`src/rtl/popcnt_arb_pkg.sv`:
```
// Shared defaults and width helpers for the popcount arbiter slice.
package popcnt_arb_pkg;

   localparam int unsigned WIDTH_DEF        = 8;
   localparam int unsigned REQ_NUM_DEF      = 4;
   localparam int unsigned MAX_INFLIGHT_DEF = 4;

   function automatic int unsigned cnt_w(input int unsigned width);
      return 32'($clog2(width)) + 32'd1;
   endfunction

   function automatic int unsigned id_w(input int unsigned n);
      return 32'($clog2(n));
   endfunction

endpackage

```
`src/rtl/popcnt_tag_fifo.sv`:
```
// Requester-ID tag FIFO; records launch order so in-order results can be routed back.
module popcnt_tag_fifo
   import popcnt_arb_pkg::*;
#(
   parameter  int unsigned DATA_W = id_w(REQ_NUM_DEF),
   parameter  int unsigned DEPTH  = MAX_INFLIGHT_DEF,
   localparam int unsigned USE_W  = $clog2(DEPTH) + 1
) (
   input  logic              clk,
   input  logic              srst,
   input  logic              push,
   input  logic [DATA_W-1:0] push_data,
   input  logic              pop,
   output logic [DATA_W-1:0] pop_data_c,
   output logic              full_c,
   output logic              empty_c,
   output logic [USE_W-1:0]  usage
);

   localparam int unsigned PTR_W = (DEPTH > 1) ? $clog2(DEPTH) : 1;

   logic [DATA_W-1:0] mem [DEPTH];
   logic [PTR_W-1:0]  wr_ptr;
   logic [PTR_W-1:0]  rd_ptr;

   function automatic logic [PTR_W-1:0] ptr_inc(input logic [PTR_W-1:0] p);
      return (32'(p) == DEPTH - 1) ? '0 : p + PTR_W'(1);
   endfunction

   // Storage needs no reset: pointers and usage gate every read.
   always_ff @(posedge clk) begin
      if (push) mem[wr_ptr] <= push_data;
   end

   always_ff @(posedge clk) begin
      if (srst) begin
         wr_ptr <= '0;
         rd_ptr <= '0;
         usage  <= '0;
      end else begin
         if (push) wr_ptr <= ptr_inc(wr_ptr);
         if (pop)  rd_ptr <= ptr_inc(rd_ptr);
         if (push && !pop)      usage <= usage + USE_W'(1);
         else if (pop && !push) usage <= usage - USE_W'(1);
      end
   end

   assign pop_data_c = mem[rd_ptr];
   assign full_c     = (usage == USE_W'(DEPTH));
   assign empty_c    = (usage == '0);

endmodule

```
`src/rtl/popcnt_arbiter.sv`:
```
// Round-robin sharing of one in-order popcount unit among REQ_NUM requesters,
// with ID tagging of every launch and routing of each returned count.
module popcnt_arbiter
   import popcnt_arb_pkg::*;
#(
   parameter  int unsigned WIDTH        = WIDTH_DEF,
   parameter  int unsigned REQ_NUM      = REQ_NUM_DEF,
   parameter  int unsigned MAX_INFLIGHT = MAX_INFLIGHT_DEF,
   localparam int unsigned CNT_W        = cnt_w(WIDTH),
   localparam int unsigned ID_W         = id_w(REQ_NUM)
) (
   input  logic                            clk_i,
   input  logic                            srst_i,
   input  logic [REQ_NUM-1:0]              req_val_i,
   input  logic [REQ_NUM-1:0][WIDTH-1:0]   req_data_i,
   output logic [REQ_NUM-1:0]              req_ready_o,
   output logic                            pc_data_val_o,
   output logic [WIDTH-1:0]                pc_data_o,
   input  logic                            pc_data_val_i,
   input  logic [CNT_W-1:0]                pc_data_i,
   output logic                            res_val_o,
   output logic [ID_W-1:0]                 res_id_o,
   output logic [CNT_W-1:0]                res_data_o,
   output logic                            busy_o,
   output logic                            err_o
);

   typedef logic [ID_W-1:0] req_id_t;

   localparam int unsigned USE_W = $clog2(MAX_INFLIGHT) + 1;

   req_id_t            last_grant;
   req_id_t            gnt_id;
   req_id_t            tag;
   logic               gnt_found;
   logic               launch;
   logic               pop;
   logic               full;
   logic               empty;
   logic [USE_W-1:0]   usage;
   logic [USE_W-1:0]   usage_nxt;
   logic [REQ_NUM-1:0] low_mask;
   logic [REQ_NUM-1:0] upper_req;
   logic [REQ_NUM-1:0] pick_vec;

   // Requests above last_grant take priority; otherwise wrap to the lowest index.
   always_comb begin
      low_mask  = (REQ_NUM'(2) << last_grant) - REQ_NUM'(1);
      upper_req = req_val_i & ~low_mask;
      pick_vec  = (upper_req != '0) ? upper_req : req_val_i;
      gnt_found = (pick_vec != '0);
      gnt_id    = '0;
      for (int i = int'(REQ_NUM) - 1; i >= 0; i--) begin
         if (pick_vec[ID_W'(i)]) gnt_id = ID_W'(i);
      end
   end

   // A full FIFO can still accept when a result pops in the same cycle.
   always_comb begin
      launch      = gnt_found && (!full || pc_data_val_i) && !srst_i;
      pop         = pc_data_val_i && !empty;
      req_ready_o = launch ? (REQ_NUM'(1) << gnt_id) : '0;
      usage_nxt   = usage + USE_W'(launch) - USE_W'(pop);
   end

   popcnt_tag_fifo #(
      .DATA_W (ID_W),
      .DEPTH  (MAX_INFLIGHT)
   ) u_tag_fifo (
      .clk        (clk_i),
      .srst       (srst_i),
      .push       (launch),
      .push_data  (gnt_id),
      .pop        (pop),
      .pop_data_c (tag),
      .full_c     (full),
      .empty_c    (empty),
      .usage      (usage)
   );

   always_ff @(posedge clk_i) begin
      if (srst_i) begin
         last_grant    <= ID_W'(REQ_NUM - 1);
         pc_data_val_o <= 1'b0;
         pc_data_o     <= '0;
         res_val_o     <= 1'b0;
         res_id_o      <= '0;
         res_data_o    <= '0;
         busy_o        <= 1'b0;
         err_o         <= 1'b0;
      end else begin
         pc_data_val_o <= launch;
         if (launch) begin
            pc_data_o  <= req_data_i[gnt_id];
            last_grant <= gnt_id;
         end
         res_val_o <= pop;
         if (pop) begin
            res_id_o   <= tag;
            res_data_o <= pc_data_i;
         end
         busy_o <= (usage_nxt != '0);
         // A result with no outstanding tag is dropped and flagged until reset.
         if (pc_data_val_i && empty) err_o <= 1'b1;
      end
   end

endmodule
```
`config.mk`:
```
export PLATFORM = sky130hd
export DESIGN_NAME = popcnt_arbiter
export DESIGN_NICKNAME = d
export VERILOG_FILES = /design/src/rtl/popcnt_arb_pkg.sv /design/src/rtl/popcnt_tag_fifo.sv /design/src/rtl/popcnt_arbiter.sv
export SDC_FILE = /design/constraint.sdc
export NUM_CORES = 1
export LEC_CHECK = 0
export BUFFER_PORTS_ARGS = -buffer_cell sky130_fd_sc_hd__buf_2
export CORE_MARGIN = 10
export CORE_UTILIZATION = 39
export DETAILED_ROUTE_END_ITERATION = 8
export PLACE_DENSITY = 0.67
export SETUP_SLACK_MARGIN = 0.5
export SYNTH_ARGS = -nofsm -noshare
export SYNTH_HDL_FRONTEND = slang
export SYNTH_SLANG_ARGS = --single-unit
```
`constraint.sdc`:
```
create_clock -name clk_i -period 3.36 [get_ports clk_i]
set_clock_uncertainty 0.1 [all_clocks]
set_input_delay 0.336 -clock clk_i [delete_from_list [all_inputs] [get_ports clk_i]]
set_output_delay 0.336 -clock clk_i [all_outputs]
set_load 0.02 [all_outputs]
```
**Word level (Yosys, flattened, before mapping)**

Memories as Yosys holds them, arrays and structs flattened. A register that Yosys moved wholly into a read port is not among the register bits.
Cells that the tools add are included.

- Add/subtract/negate cells: 7
- Multiply operators: 0
- Divide/modulo/power cells: 0
- $lt $le $gt $ge: 1
- Eq/ne operators: 3
- Shift operators: 2
- Muxes and demuxes: 12
- Bitwise logic cells: 2
- Reduce and logical (&&, ||, !) cells: 17

Operators by type and width:

| kind | count |
|---|---|
| $bmux W8 S2 | 1 |
| $mux W2 | 4 |
| $mux W4 | 2 |
| $mux W8 | 1 |
| $reduce_bool A4 Y1 | 2 |
| $logic_and A1 B1 Y1 | 6 |
| $mux W3 | 2 |
| $logic_not A1 Y1 | 5 |
| $add A2 B1 Y2 const B | 2 |
| $and A4 B4 Y4 | 1 |
| $eq A2 B2 Y1 const B | 2 |
| $not A4 Y4 | 1 |
| $shl A1 B2 Y4 const A | 1 |
| $shl A2 B2 Y4 const A | 1 |
| $sub A4 B2 Y4 const B | 1 |
| $add A3 B1 Y3 | 1 |
| $add A3 B1 Y3 const B | 1 |
| $eq A3 B3 Y1 const B | 1 |
| $logic_not A3 Y1 | 1 |
| $lt A2 B3 Y1 const B | 1 |
| $reduce_bool A3 Y1 | 1 |
| $sub A3 B1 Y3 | 1 |
| $sub A3 B1 Y3 const B | 1 |
| $mux W1 | 2 |
| 2 further kinds | 2 |

- Bits in registers: 25
- Latch bits: 0
- RAM bits: 8
- ROM bits: 0
- Input port bits: 43
- Output and inout port bits: 22
- Word-level logic and storage cells: 55
- Memories kept: 1

Memories:

| memory | depth | bits a word | read ports | clocked after Yosys merged registers in | write ports | line | text |
|---|---|---|---|---|---|---|---|
| u_tag_fifo.mem | 4 | 2 | 1 | 1 | 1 | popcnt_tag_fifo.sv:22 | `logic [DATA_W-1:0] mem [DEPTH];` |

**Logic depth before layout (Yosys ltp)**

- Depth in word-level cells: 13
- Gate-level depth with buffers: 10
- Mapped depth without buffers: 9

**Cells and area by module**

Synthesis repeated with hierarchy kept, for this count alone.

- Cell total of the unflattened synthesis: 159
- Area total of the unflattened synthesis: 1681.6 um^2

By module, submodules not included:

| module | instances | cells each | area an instance (um^2) | sequential area each (um^2) |
|---|---|---|---|---|
| popcnt_arbiter | 1 | 105 | 955.9 | 400.4 |
| popcnt_tag_fifo | 1 | 54 | 725.7 | 420.4 |

**Worst setup path before layout**

OpenSTA, ideal clock, no wires.

- Path type: flip-flop to flip-flop
- Start: reg u_tag_fifo.usage[0]
- End: reg busy_o
- Setup time: 0.132 ns
- Arrival time: 2.235 ns
- Data required time: 3.128 ns
- Setup slack: 0.893 ns
- Stages on the path, launching flop included: 10
- Buffers on the path: 1
- Clock period less this slack: 2.467 ns
- Cells stage by stage: dfxtp_1 -> or4b_4 -> o41ai_4 -> buf_6 -> nor2_1 -> ha_1 -> fa_1 -> xnor2_1 -> xnor2_1 -> a21oi_1

- Word-level cells in the longest chain between the ends: 8
- Elaborated cells on any way between the ends: 11
- Those cells by class: 2 x add/sub; 1 x eq/ne; 8 x reduce/logical

Ends and longest elaborated chain:

| element | line | text |
|---|---|---|
| start: declaration | popcnt_tag_fifo.sv:17 | `output logic [USE_W-1:0] usage` |
| start signal: assignment | popcnt_tag_fifo.sv:43 | `if (push && !pop) usage <= usage + USE_W'(1);` |
| start signal: assignment | popcnt_tag_fifo.sv:44 | `else if (pop && !push) usage <= usage - USE_W'(1);` |
| $eq A3 B3 Y1 | popcnt_tag_fifo.sv:49 | `assign full_c = (usage == USE_W'(DEPTH));` |
| $logic_not A1 Y1 | popcnt_arbiter.sv:60 | `launch = gnt_found && (!full \|\| pc_data_val_i) && !srst_i;` |
| $logic_or A1 B1 Y1 | popcnt_arbiter.sv:60 |  |
| $logic_and A1 B1 Y1 (2 in series) | popcnt_arbiter.sv:60 |  |
| net launch | popcnt_arbiter.sv:36 | `logic launch;` |
| $add A3 B1 Y3 | popcnt_arbiter.sv:63 | `usage_nxt = usage + USE_W'(launch) - USE_W'(pop);` |
| $sub A3 B1 Y3 | popcnt_arbiter.sv:63 |  |
| $reduce_bool A3 Y1 | popcnt_arbiter.sv:102 | `busy_o <= (usage_nxt != '0);` |
| end signal: assignment | popcnt_arbiter.sv:102 |  |
| end: declaration | popcnt_arbiter.sv:24 | `output logic busy_o,` |

The timed path passes the listed nets, and every way through them passes these cells.
A chain may end at the register's enable or synchronous reset.

**Worst setup path in the final report**

- Start: reg u_tag_fifo.usage[0]
- End: reg busy_o

- Elaborated cells on any way between the ends: 11
- Those cells by class: 2 x add/sub; 1 x eq/ne; 8 x reduce/logical

RTL lines:

| element | line | text |
|---|---|---|
| $logic_not A3 Y1 | popcnt_tag_fifo.sv:50 | `assign empty_c = (usage == '0);` |
| $logic_not A1 Y1 | popcnt_arbiter.sv:61 | `pop = pc_data_val_i && !empty;` |
| $logic_and A1 B1 Y1 | popcnt_arbiter.sv:61 |  |
| net pop | popcnt_arbiter.sv:37 | `logic pop;` |
| $sub A3 B1 Y3 | popcnt_arbiter.sv:63 |  |
| $reduce_bool A3 Y1 | popcnt_arbiter.sv:102 |  |

The timed path passes the listed nets, and every way through them passes these cells.

==> run_summary.xml <==
<?xml version="1.0" encoding="UTF-8"?>
<metrics>
  <group name="timing">
    <metric name="setup-violations-final" unit="">0</metric>
    <metric name="final_max_slew_viol_count" unit="">0</metric>
    <metric name="worst-slew-pin-transition" unit="ps">503</metric>
    <metric name="finalWorstPathRequiredPeriod" unit="ps">2480</metric>
    <metric name="final_hold_viol_count" unit="">0</metric>
    <metric name="min_period_over_period" unit="%">73.7</metric>
    <metric name="max-slew-margin-rel" unit="%">66.5</metric>
    <metric name="achievable-frequency" unit="GHz">0.404</metric>
    <metric name="setup_total_negative_slack" unit="ps">0</metric>
    <metric name="worst_slack" unit="ps">883</metric>
    <metric name="unrepaired_setup_endpoints_after_global_routing" unit="">no</metric>
  </group>
  <group name="global_routing">
    <metric name="grt_overflow" unit="">0</metric>
    <metric name="global_route.usage.total" unit="%">10.8</metric>
    <metric name="number_of_antenna_violations_at_the_first_check_in_global_routing" unit="">0</metric>
    <metric name="grt_pass1_wl" unit="mm">5.80</metric>
    <metric name="grt_max_degree" unit="">26</metric>
    <metric name="first_global_vias" unit="">1295</metric>
  </group>
  <group name="setup_path">
    <metric name="criticalPathCategory" unit="">reg -&gt; reg</metric>
    <metric name="critical_path.cell_chain" unit="">o31ai_1 &gt; buf_4 &gt; inv_1 &gt; ha_1 &gt; inv_1 &gt; ha_1 &gt; fa_1 &gt; xnor2_1 &gt; xnor2_1 &gt; a21oi_1</metric>
    <metric name="timing.critical_path.slowest_stage_cell" unit="">sky130_fd_sc_hd__dfxtp_1</metric>
    <metric name="startpoint_type" unit="">flop</metric>
    <metric name="cp_slowest_stage_delay" unit="ps">380</metric>
    <metric name="worstPathBufferInverterCount" unit="">3</metric>
    <metric name="cp_max_fo" unit="">11</metric>
    <metric name="arrival" unit="ps">2520</metric>
    <metric name="cp_data_required_time" unit="ps">3400</metric>
    <metric name="worst_path_dominant_cell_family" unit="">adder cells</metric>
    <metric name="end_kind" unit="">flop</metric>
  </group>
  <group name="final_layout">
    <metric name="n_fill_cell" unit="">368</metric>
    <metric name="final_common_cell" unit="">sky130_fd_sc_hd__buf_2</metric>
    <metric name="area_growth_syn_to_layout" unit="%">22.5</metric>
    <metric name="layout_common_cells" unit="">sky130_fd_sc_hd__buf_2, sky130_fd_sc_hd__dfxtp_1, sky130_fd_sc_hd__nand2_1</metric>
    <metric name="antenna_cells" unit="">0</metric>
    <metric name="final_net_count" unit="">257</metric>
    <metric name="non_filler_instance_count_after_layout" unit="">253</metric>
    <metric name="layout-drive-gt1-share" unit="%">36.6</metric>
    <metric name="final_core_util" unit="%">50.2</metric>
  </group>
  <group name="cts">
    <metric name="root_buffer" unit="">sky130_fd_sc_hd__clkbuf_8</metric>
    <metric name="max-clock-path-buffers" unit="">2</metric>
    <metric name="h-tree-depth" unit="">2</metric>
    <metric name="path_clk_slew" unit="ps">60</metric>
    <metric name="worstSkewPairLatency" unit="ps">270</metric>
    <metric name="tritoncts" unit="">done</metric>
    <metric name="cts_setup_buffers" unit="">0</metric>
    <metric name="cts_sinks" unit="">30</metric>
    <metric name="cts_repair_resize_count" unit="">0</metric>
    <metric name="cts_buffers" unit="">5</metric>
    <metric name="cts_hold_repair.buffers" unit="">0</metric>
  </group>
  <group name="place">
    <metric name="detailedPlacementHpwl" unit="mm">2.53</metric>
    <metric name="port_buffers" unit="">45</metric>
    <metric name="dpl.cell_count" unit="">245</metric>
    <metric name="gp_congestion" unit="">0.751</metric>
    <metric name="detailedPlace.worstSlack" unit="ps">867</metric>
  </group>
  <group name="synth">
    <metric name="synth_area_leader_cell" unit="">sky130_fd_sc_hd__dfxtp_1</metric>
    <metric name="post_synth.cell_area_avg" unit="µm²">9.64</metric>
    <metric name="synth-seq-area-share" unit="%">42.1</metric>
    <metric name="synth_cell_type_count" unit="">36</metric>
    <metric name="post-synth-top-area-fraction" unit="%">34.2</metric>
    <metric name="synth_cells" unit="">158</metric>
    <metric name="netlist_area" unit="mm²">0.00152</metric>
    <metric name="synthTopCellsByArea" unit="">sky130_fd_sc_hd__dfxtp_1, sky130_fd_sc_hd__edfxtp_1, sky130_fd_sc_hd__a211oi_2</metric>
    <metric name="yosys_warnings" unit="">0</metric>
    <metric name="synth-seq-cells" unit="">30</metric>
  </group>
  <group name="floorplanning">
    <metric name="chipWidth" unit="µm">82.5</metric>
    <metric name="pin_count" unit="">65</metric>
    <metric name="row_count" unit="">22</metric>
    <metric name="initial_utilization" unit="%">41.0</metric>
    <metric name="chipHeight" unit="µm">82.5</metric>
    <metric name="core_area" unit="mm²">0.00372</metric>
    <metric name="die_area" unit="mm²">0.00680</metric>
  </group>
  <group name="job">
    <metric name="drv_cap" unit="">0</metric>
  </group>
  <group name="routing">
    <metric name="detail_route.wl_per_cell" unit="µm">13.7</metric>
    <metric name="postRouteAntennaNets" unit="">0</metric>
    <metric name="vias_per_cell" unit="">4.96</metric>
    <metric name="aggregate_routed_wire_length" unit="mm">3.47</metric>
    <metric name="routed-via-count" unit="">1256</metric>
    <metric name="first_iter_violations" unit="">57</metric>
    <metric name="route.detailed.drc" unit="">0</metric>
    <metric name="firstDrtPassIters" unit="">6</metric>
  </group>
  <group name="pwr">
    <metric name="power_per_cell_area" unit="mW/mm²">742</metric>
    <metric name="worst_ir_drop_vdd" unit="mV">0.263</metric>
    <metric name="leakagePower" unit="nW">0.852</metric>
  </group>
  <group name="worst_hold_path">
    <metric name="worst_hold_path_type" unit="">in -&gt; reg</metric>
  </group>
  <group name="outcome">
    <metric name="status" unit="">finished clean</metric>
  </group>
</metrics>
## cells in the mapped netlist (all sizes together)
master,number
xnor2,2
fa,2
nor2,19
a211oi,8
and3,4
o41a,1
ha,8
conb,1
or4b,1
nor4,8
a21oi,12
edfxtp,4
or3,2
mux2i,2
nand2b,1
o41ai,1
o211ai,1
nor3,4
inv,11
xor2,2
clkbuf,3
mux4,1
nand2,16
o31ai,1
dfxtp,26
o21ai,10
buf,7
## power by group
| group | switching [mW] | internal [mW] | total [mW] |
|---|---|---|---|
| clock network | 0.134 | 0.218 | 0.352 |
| registers | 0.0634 | 0.445 | 0.509 |
| logic | 0.300 | 0.225 | 0.524 |
## tightest hold or removal path, cell delays in order
cell and delay [ps]:
sky130_fd_sc_hd__buf_2 100, sky130_fd_sc_hd__nand2_1 40, sky130_fd_sc_hd__a21oi_1 50
## metal layers
layer,track usage (%),vias up,wire length [µm]
met1,12.3,568,1490
met3,7.24,2,538
li1,-,634,-
met4,4.08,0,18
met2,15.6,52,1420
met5,0,-,0
## flip-flops by register name (all words and copies together), names as in the netlist
name               count
pc_data_val_o          1
res_data_o             4
u_tag_fifo.mem         4
res_val_o              1
u_tag_fifo.wr_ptr      2
u_tag_fifo.rd_ptr      2
u_tag_fifo.usage       3
busy_o                 1
err_o                  1
last_grant             2
pc_data_o              8
res_id_o               1
## stage by stage
step	power [mW]	hold WS [ps]	cell area, µm²
floorplan	0.921	344	1530
global placement	1.03	340	1760
detailed placement	1.05	347	1760
CTS	1.41	189	1870
global route	1.50	204	1870
finish	1.39	199	1870
## final timing paths
path / start / to / slack [ps] / depth (start not counted)
hold / removal: pc_data_i[2] / res_data_o[2] / 200 / 3
setup / recovery: u_tag_fifo.usage[0] / busy_o / 880 / 10
hold reg to reg: res_data_o[1] / res_data_o[1] / 350 / 2
setup reg to reg: u_tag_fifo.usage[0] / busy_o / 880 / 10
## kinds of logic (layout without fill, tap and decap cells)
family | count (synthesis) | after routing | share of synthesized area [%]
flops | 30 | 30 | 42.1
buf+inv | 21 | 66 | 7.56
fa+ha+maj | 10 | 10 | 9.20
other cells | 1 | 3 | 0.246
mux | 3 | 3 | 2.79
xor+xnor | 4 | 4 | 2.30
compound gates | 34 | 34 | 17.8
simple gates | 55 | 55 | 18.0
## area by class of cell
cell class              instances  area (µm²)  area share (%)
inverters                      11        41.3            2.21
well taps                      48        60.1            3.22
clock inverters                 3        40.0            2.15
repair buffers                 47         240            12.9
flip-flops and latches         30         641            34.3
clock buffers                   5        68.8            3.69
multi-input cells             109         774            41.5
Power figures use the tool's default switching activity.
